**config.mk**
```make
export PLATFORM = sky130hd
export DESIGN_NAME = conv_puncture_serializer
export DESIGN_NICKNAME = d
export VERILOG_FILES = /design/src/rtl/conv_puncture_serializer.sv
export SDC_FILE = /design/constraint.sdc
export NUM_CORES = 1
export LEC_CHECK = 0
export CORE_MARGIN = 3
export CORE_UTILIZATION = 40
export CTS_BUF_LIST = sky130_fd_sc_hd__clkbuf_4 sky130_fd_sc_hd__clkbuf_8
export DETAILED_ROUTE_END_ITERATION = 16
export PLACE_DENSITY = 0.76
export SYNTH_ARGS = -nofsm -noshare
export SYNTH_HDL_FRONTEND = slang
export SYNTH_SLANG_ARGS = --single-unit
```
**constraint.sdc**
```tcl
create_clock -name clock -period 1.85 [get_ports clock]
set_input_delay 0.185 -clock clock [delete_from_list [all_inputs] [get_ports clock]]
set_output_delay 0.185 -clock clock [all_outputs]
set_load 0.02 [all_outputs]
```
**src/rtl/conv_puncture_serializer.sv**
```systemverilog
// Punctures the (out1,out2) pair stream of a rate-1/2 convolutional encoder with a
// periodic keep pattern and serializes the surviving bits, A before B, one per cycle.
module conv_puncture_serializer #(
    parameter int                PERIOD = 3,
    parameter logic [PERIOD-1:0] PAT_A  = 3'b011,
    parameter logic [PERIOD-1:0] PAT_B  = 3'b101
) (
    input  logic       clock,
    input  logic       reset,
    input  logic       in_valid,
    output logic       in_ready,
    input  logic       in_a,
    input  logic       in_b,
    input  logic       in_sof,
    output logic       out_valid,
    input  logic       out_ready,
    output logic       out_bit,
    output logic       out_sof,
    output logic [3:0] phase
);

    // Patterns widened to the full 4-bit phase range so indexing stays in bounds.
    localparam logic [15:0] PAT_A_EXT  = 16'(PAT_A);
    localparam logic [15:0] PAT_B_EXT  = 16'(PAT_B);
    localparam logic [3:0]  LAST_PHASE = 4'(PERIOD - 1);

    logic [1:0] km_q, km_d;
    logic       buf_a_q, buf_a_d;
    logic       buf_b_q, buf_b_d;
    logic       sof_p_q, sof_p_d;
    logic [3:0] phase_q, phase_d;

    logic [3:0] pair_phase;
    logic       km_one_hot;
    logic       in_fire;
    logic       out_fire;

    // Both links: a transfer happens on a rising edge where valid & ready are both high;
    // valid never depends on ready, and in_ready looks at out_ready so a new pair can
    // load in the same cycle the last pending bit of the held pair leaves.
    always_comb begin
        km_one_hot = (km_q == 2'b01) || (km_q == 2'b10);
        in_ready   = ~reset & ((km_q == 2'b00) | (km_one_hot & out_ready));
        out_valid  = |km_q;
        out_bit    = km_q[0] ? buf_a_q : buf_b_q;
        out_sof    = sof_p_q & out_valid;
        phase      = phase_q;
        in_fire    = in_valid & in_ready;
        out_fire   = out_valid & out_ready;
        pair_phase = in_sof ? 4'd0 : phase_q;
    end

    always_comb begin
        km_d    = km_q;
        buf_a_d = buf_a_q;
        buf_b_d = buf_b_q;
        sof_p_d = sof_p_q;
        phase_d = phase_q;
        if (out_fire) begin
            km_d    = km_q & (km_q - 2'd1);
            sof_p_d = 1'b0;
        end
        // A load only happens once the held pair is empty or leaving, so it overrides.
        if (in_fire) begin
            buf_a_d = in_a;
            buf_b_d = in_b;
            km_d    = {PAT_B_EXT[pair_phase], PAT_A_EXT[pair_phase]};
            sof_p_d = in_sof;
            phase_d = (pair_phase == LAST_PHASE) ? 4'd0 : pair_phase + 4'd1;
        end
    end

    always_ff @(posedge clock) begin
        if (reset) begin
            km_q    <= 2'b00;
            buf_a_q <= 1'b0;
            buf_b_q <= 1'b0;
            sof_p_q <= 1'b0;
            phase_q <= 4'd0;
        end else begin
            km_q    <= km_d;
            buf_a_q <= buf_a_d;
            buf_b_q <= buf_b_d;
            sof_p_q <= sof_p_d;
            phase_q <= phase_d;
        end
    end

endmodule

```
==> run_results.csv, run 1 <==
group,metric,value,unit
drt,vias,536,
global_route,grtUsageTotal,15.2,%
critical_path,worstPathCellList,"inv_1 > ha_1 > a21oi_2 > nor2_1 > dlygate4sd2_1",
final_layout,n_antenna_cell,0,
final_layout,seqCellArea,181,um^2
placement,place_congestion,0.742,
global_route,grt_pass1_vias,495,
final_layout,area_growth,36.7,%
clock_tree,root_buffer,"clkbuf_4",
drt,ant_nets,0,
timing,rsz0062_at_grt,"no",
logic_synthesis,syn_nets,72,
timing,hold_ws,0.483,ns
run,max-cap-violations,0,
timing,slew_headroom,73.7,%
logic_synthesis,synth_cells,63,
floorplan,rows,12,
floorplan,ios,15,
final_layout,final_nets,91,
drt,drtIter0Drc,26,
clock_tree,cts_tree,"built",
drt,wl_per_cell,13.7,um
final_layout,post_route_cells_drive_above_1_share,17.3,%
drt,drc,0,
logic_synthesis,yosysWarnings,0,
clock_tree,clk_pin_slew,0.07,ns
timing,tightest_slew,0.385,ns
timing,fin_crit_sh,95.6,%
power,leakagePower,0.304,nW
clock_tree,post-cts-setup-buffers,0,
global_route,antenna_found_initial,0,
critical_path,cp_slowest_stage_delay,0.36,ns
drt,drt-vias-per-instance,5.64,
critical_path,critPathLaunchType,"register",
global_route,overflow,0,
placement,dp.final_hpwl,945,um
timing,finalSetupViolCount,0,
clock_tree,cts_inserted_buffers,3,
floorplan,coreArea,1190,um^2
floorplan,chipWidth,42.7,um
logic_synthesis,netlist_area,539,um^2
critical_path,worstSetupPathType,"reg -> out",
power,cellPowerDensity,792,nW/um^2
timing,setup_tns,0,ns
critical_path,slowest_stage,"dfxtp_2",
critical_path,cp_max_fo,4,
logic_synthesis,synth-seq-cells,9,
final_layout,nFillCells,103,
clock_tree,hold_buffers,0,
clock_tree,ctsResizeCount,2,
final_layout,layout_common_cells,"clkdlybuf4s50_1, dfxtp_1, a21oi_1",
outcome,outcome,"finished, final reports clean",
drt,drt_first_pass_iters,4,
clock_tree,clock_latency,0.26,ns
timing,period_needed,1.77,ns
logic_synthesis,ys_types,34,
floorplan,die_area,1820,um^2
logic_synthesis,synth_area_per_cell,8.56,um^2
timing,final-hold-violation-count,0,
worst_hold_path,hold_class,"in -> reg",
clock_tree,cts_buffer_depth,2,
power,vdd_drop_max,0.514,mV
critical_path,worstSetupEndpointType,"output pin",
critical_path,crit_arrival,1.58,ns
critical_path,required,1.66,ns
placement,port_buffers,14,
global_route,grt_pass1_wl,2.11,mm
clock_tree,cts.htree.levels,1,
timing,fmax,0.566,GHz
floorplan,die_y,42.7,um
final_layout,multi_input_area,315,um^2
drt,finalWirelength,1.30,mm
timing,timing.final.max_slew_violations,0,
timing,skew,0.000364,ns
logic_synthesis,seq_area_frac_synth,33.4,%
floorplan,start_util,45.5,%
global_route,grt_max_degree,10,
critical_path,reg2reg_slack,0.23,ns
final_layout,final_common_cell,"clkdlybuf4s50_1",
clock_tree,clock-sinks,9,
final cells by class:
cell class,count,area share [%]
clock buffers,4,4.07
inverters,6,3.06
multi-input cells,44,42.8
flip-flops and latches,9,24.6
well taps,14,2.38
repair buffers,18,23.1
flip-flops by register name, indices dropped and copies added, names as in the netlist:
name,cells
buf_a_q,1
km_q,2
buf_b_q,1
phase,4
sof_p_q,1
critical path: cells and delay by family, from the launching register on:
family / cells / cell delay [ns]
buf+inv: 2 / 0.37
fa+ha+maj: 1 / 0.32
flops: 1 / 0.36
compound gates: 1 / 0.21
simple gates: 1 / 0.06
cells in the mapped netlist, drive strengths merged:
library cell	count	area share, %
o32ai	1	1.6
mux2	1	2.1
nor3	1	0.93
nand3	3	2.8
o311a	2	3.7
buf	3	3.2
nand3b	1	1.4
a211oi	2	2.8
a31oi	1	1.2
nand4b	1	1.6
o211ai	1	1.4
o311ai	1	1.6
clkbuf	1	0.70
ha	2	4.6
inv	6	4.2
nor2	2	1.4
nand4	1	1.2
o21ai	3	2.8
o31ai	1	1.4
dfxtp	9	33
a21oi	8	8.1
a2111oi	2	4.4
a21o	2	2.8
nand2b	2	2.3
nor2b	2	3.7
nand2	2	1.9
nor4	1	1.2
and3b	1	1.6
final timing paths:
path,start,end,depth (start not counted)
worst max-delay path,km_q[0],in_ready,5
worst max register to register,km_q[0],km_q[1],6
worst min register to register,buf_b_q,buf_b_q,2
worst min-delay path,in_b,buf_b_q,3
metal layers:
layer / track usage [%] / share of wire, %
met1: 20.6 / 49
met2: 22.8 / 45
met3: 4.24 / 4.0
met4: 5.59 / 1.5
met5: 0 / 0
per-stage QoR:
| step | instances | total power, mW | worst slack, ns | area (um^2) | utilization, % |
|---|---|---|---|---|---|
| floorplan | 63 | 0.345 | 0.389 | 539 | - |
| global placement | 91 | 0.411 | 0.125 | 706 | 59.5 |
| detailed placement | 91 | 0.415 | 0.0990 | 706 | 59.5 |
| CTS | 95 | 0.586 | 0.0130 | 733 | 61.8 |
| global route | 95 | 0.616 | 0.00234 | 737 | 62.1 |
| finish | 95 | 0.584 | 0.0820 | 737 | 62.1 |
logic make-up (layout without fill, tap and decap cells):
logic type	Yosys count	after routing	share of synthesized area, %
fa+ha+maj	2	2	4.64
flops	9	9	33.4
compound gates	24	24	31.8
mux	1	1	2.09
buf+inv	10	28	8.12
simple gates	17	17	20.0
report_power, final:
part | internal, mW | switching [mW] | leakage (nW)
Sequential | 0.208 | 0.0130 | 0.0739
Clock | 0.0981 | 0.0779 | 0.0184
Combinational | 0.0837 | 0.103 | 0.212
Note: power is estimated with default switching activity, not from simulation.
==> run 2: changes to the inputs <==
--- a/config.mk
+++ b/config.mk
@@ -9,6 +9,7 @@
 export CORE_UTILIZATION = 40
 export CTS_BUF_LIST = sky130_fd_sc_hd__clkbuf_4 sky130_fd_sc_hd__clkbuf_8
 export DETAILED_ROUTE_END_ITERATION = 16
+export GPL_TIMING_DRIVEN = 1
 export PLACE_DENSITY = 0.76
 export SYNTH_ARGS = -nofsm -noshare
 export SYNTH_HDL_FRONTEND = slang
==> constraint.sdc (replaced) <==
create_clock -name clock -period 2 [get_ports clock]
set_input_delay 0.2 -clock clock [delete_from_list [all_inputs] [get_ports clock]]
set_output_delay 0.2 -clock clock [all_outputs]
set_load 0.02 [all_outputs]
==> run_results.csv, run 2 (synthesis results as in run 1) <==
group,metric,value,unit
clock_tree,cts.htree.levels,1,
critical_path,required,1.80,ns
timing,skew,0.00843,ns
final_layout,largest_reg_flops,4,
critical_path,cp_slowest_stage_delay,0.59,ns
final_layout,area_growth,35.3,%
clock_tree,hold_buffers,0,
placement,place_congestion,0.741,
run,max-cap-violations,0,
drt,drtIter0Drc,13,
global_route,grtUsageTotal,15.6,%
power,vdd_drop_max,0.352,mV
drt,ant_nets,0,
placement,dp.final_hpwl,975,um
timing,final-hold-violation-count,0,
drt,finalWirelength,1.32,mm
clock_tree,clock_latency,0.27,ns
drt,wl_per_cell,14.1,um
timing,fmax,0.535,GHz
critical_path,worstSetupEndpointType,"output pin",
timing,tightest_slew,0.437,ns
floorplan,chipWidth,42.7,um
timing,rsz0062_at_grt,"no",
clock_tree,cts_buffer_depth,2,
critical_path,crit_arrival,1.67,ns
timing,period_needed,1.87,ns
timing,fin_crit_sh,93.4,%
critical_path,reg2reg_depth,5,
timing,slew_headroom,70.1,%
floorplan,start_util,45.5,%
global_route,grt_pass1_wl,2.15,mm
placement,dp_cells,90,
clock_tree,cts_inserted_buffers,3,
floorplan,rows,12,
global_route,grt_max_degree,10,
floorplan,coreArea,1190,um^2
floorplan,die_y,42.7,um
placement,port_buffers,14,
final_layout,final_common_cell,"clkdlybuf4s50_1",
timing,setup_tns,0,ns
drt,drt_first_pass_iters,4,
clock_tree,root_buffer,"clkbuf_4",
clock_tree,cts_tree,"built",
critical_path,worstPathCellList,"inv_1 > ha_1 > inv_1 > clkdlybuf4s50_1",
clock_tree,post-cts-setup-buffers,0,
global_route,grt_pass1_vias,492,
critical_path,worstSetupPathType,"reg -> out",
drt,vias,531,
clock_tree,clk_pin_slew,0.07,ns
global_route,overflow,0,
critical_path,critPathLaunchType,"register",
final_layout,post_route_cells_drive_above_1_share,15.0,%
final_layout,layout_common_cells,"clkdlybuf4s50_1, dfxtp_1, a21oi_1",
outcome,outcome,"finished, final reports clean",
drt,drt-vias-per-instance,5.65,
critical_path,slowest_stage,"clkdlybuf4s50_1",
drt,drc,0,
clock_tree,clock-sinks,9,
critical_path,worst-path-buf-inv,3,
worst_hold_path,hold_class,"reg -> reg",
global_route,antenna_found_initial,0,
timing,finalSetupViolCount,0,
floorplan,ios,15,
power,leakagePower,0.300,nW
final_layout,n_antenna_cell,0,
critical_path,reg2reg_slack,0.36,ns
floorplan,die_area,1820,um^2
critical_path,cp_max_fo,6,
final_layout,final_nets,90,
final_layout,final_cells,94,
worst_hold_path,whs_path_depth,2,
critical_path,crit_cells,4,
power,cellPowerDensity,738,nW/um^2
critical_path,crit_top_cell,"inv_1",
clock_tree,ctsResizeCount,1,
timing,timing.final.max_slew_violations,0,
critical_path,path_delay_family,"buffers and inverters",
[run 2: cell types whose count changed in the layout (fill, tap and decap cells not counted)]
cell,before,now
buf_4,4,3
clkdlybuf4s50_1,11,12
dfxtp_1,8,9
dfxtp_2,1,0
dlygate4sd2_1,2,1
[run 2: layout make-up]
type                            count  area [um^2]
Fill cell                         106          457
Multi-Input combinational cell     44          315
Sequential cell                     9          180
Timing Repair Buffer               17          164
Clock buffer                        4         30.0
Inverter                            6         22.5
Tap cell                           14         17.5
[run 2: final timing paths]
kind,start,end
max,km_q[0],out_valid
min,buf_b_q,buf_b_q
max reg2reg,km_q[0],phase[0]
min reg2reg,buf_b_q,buf_b_q
[run 2: report_power, final]
part,internal [mW],switching [mW]
sequential,0.192,0.0128
clock,0.0908,0.0712
combinational,0.0776,0.0935
[run 2: metal layers]
layer,up-vias,routed length [um],global-route usage [%]
met3,2,85,7.63
met5,-,0,0
met4,0,11,6.21
met1,244,628,19.7
li1,271,-,-
met2,14,598,22.5
[run 2: worst register-to-register path: stages (launching register included)]
cell and delay (ns):
dfxtp_1 0.38, inv_1 0.07, ha_1 0.31, a21o_1 0.31, nand2_2 0.12, o311a_1 0.34
[run 2: through the flow]
stage | utilization [%] | cell area [um^2] | power (mW) | hold WS (ns) | setup slack [ns]
floorplan | - | 539 | 0.320 | 0.348 | 0.539
global placement | 58.9 | 698 | 0.378 | 0.465 | 0.295
detailed placement | 58.9 | 698 | 0.382 | 0.469 | 0.267
CTS | 61.3 | 727 | 0.543 | 0.478 | 0.0582
global route | 61.5 | 729 | 0.568 | 0.511 | 0.0588
finish | 61.5 | 729 | 0.538 | 0.479 | 0.132
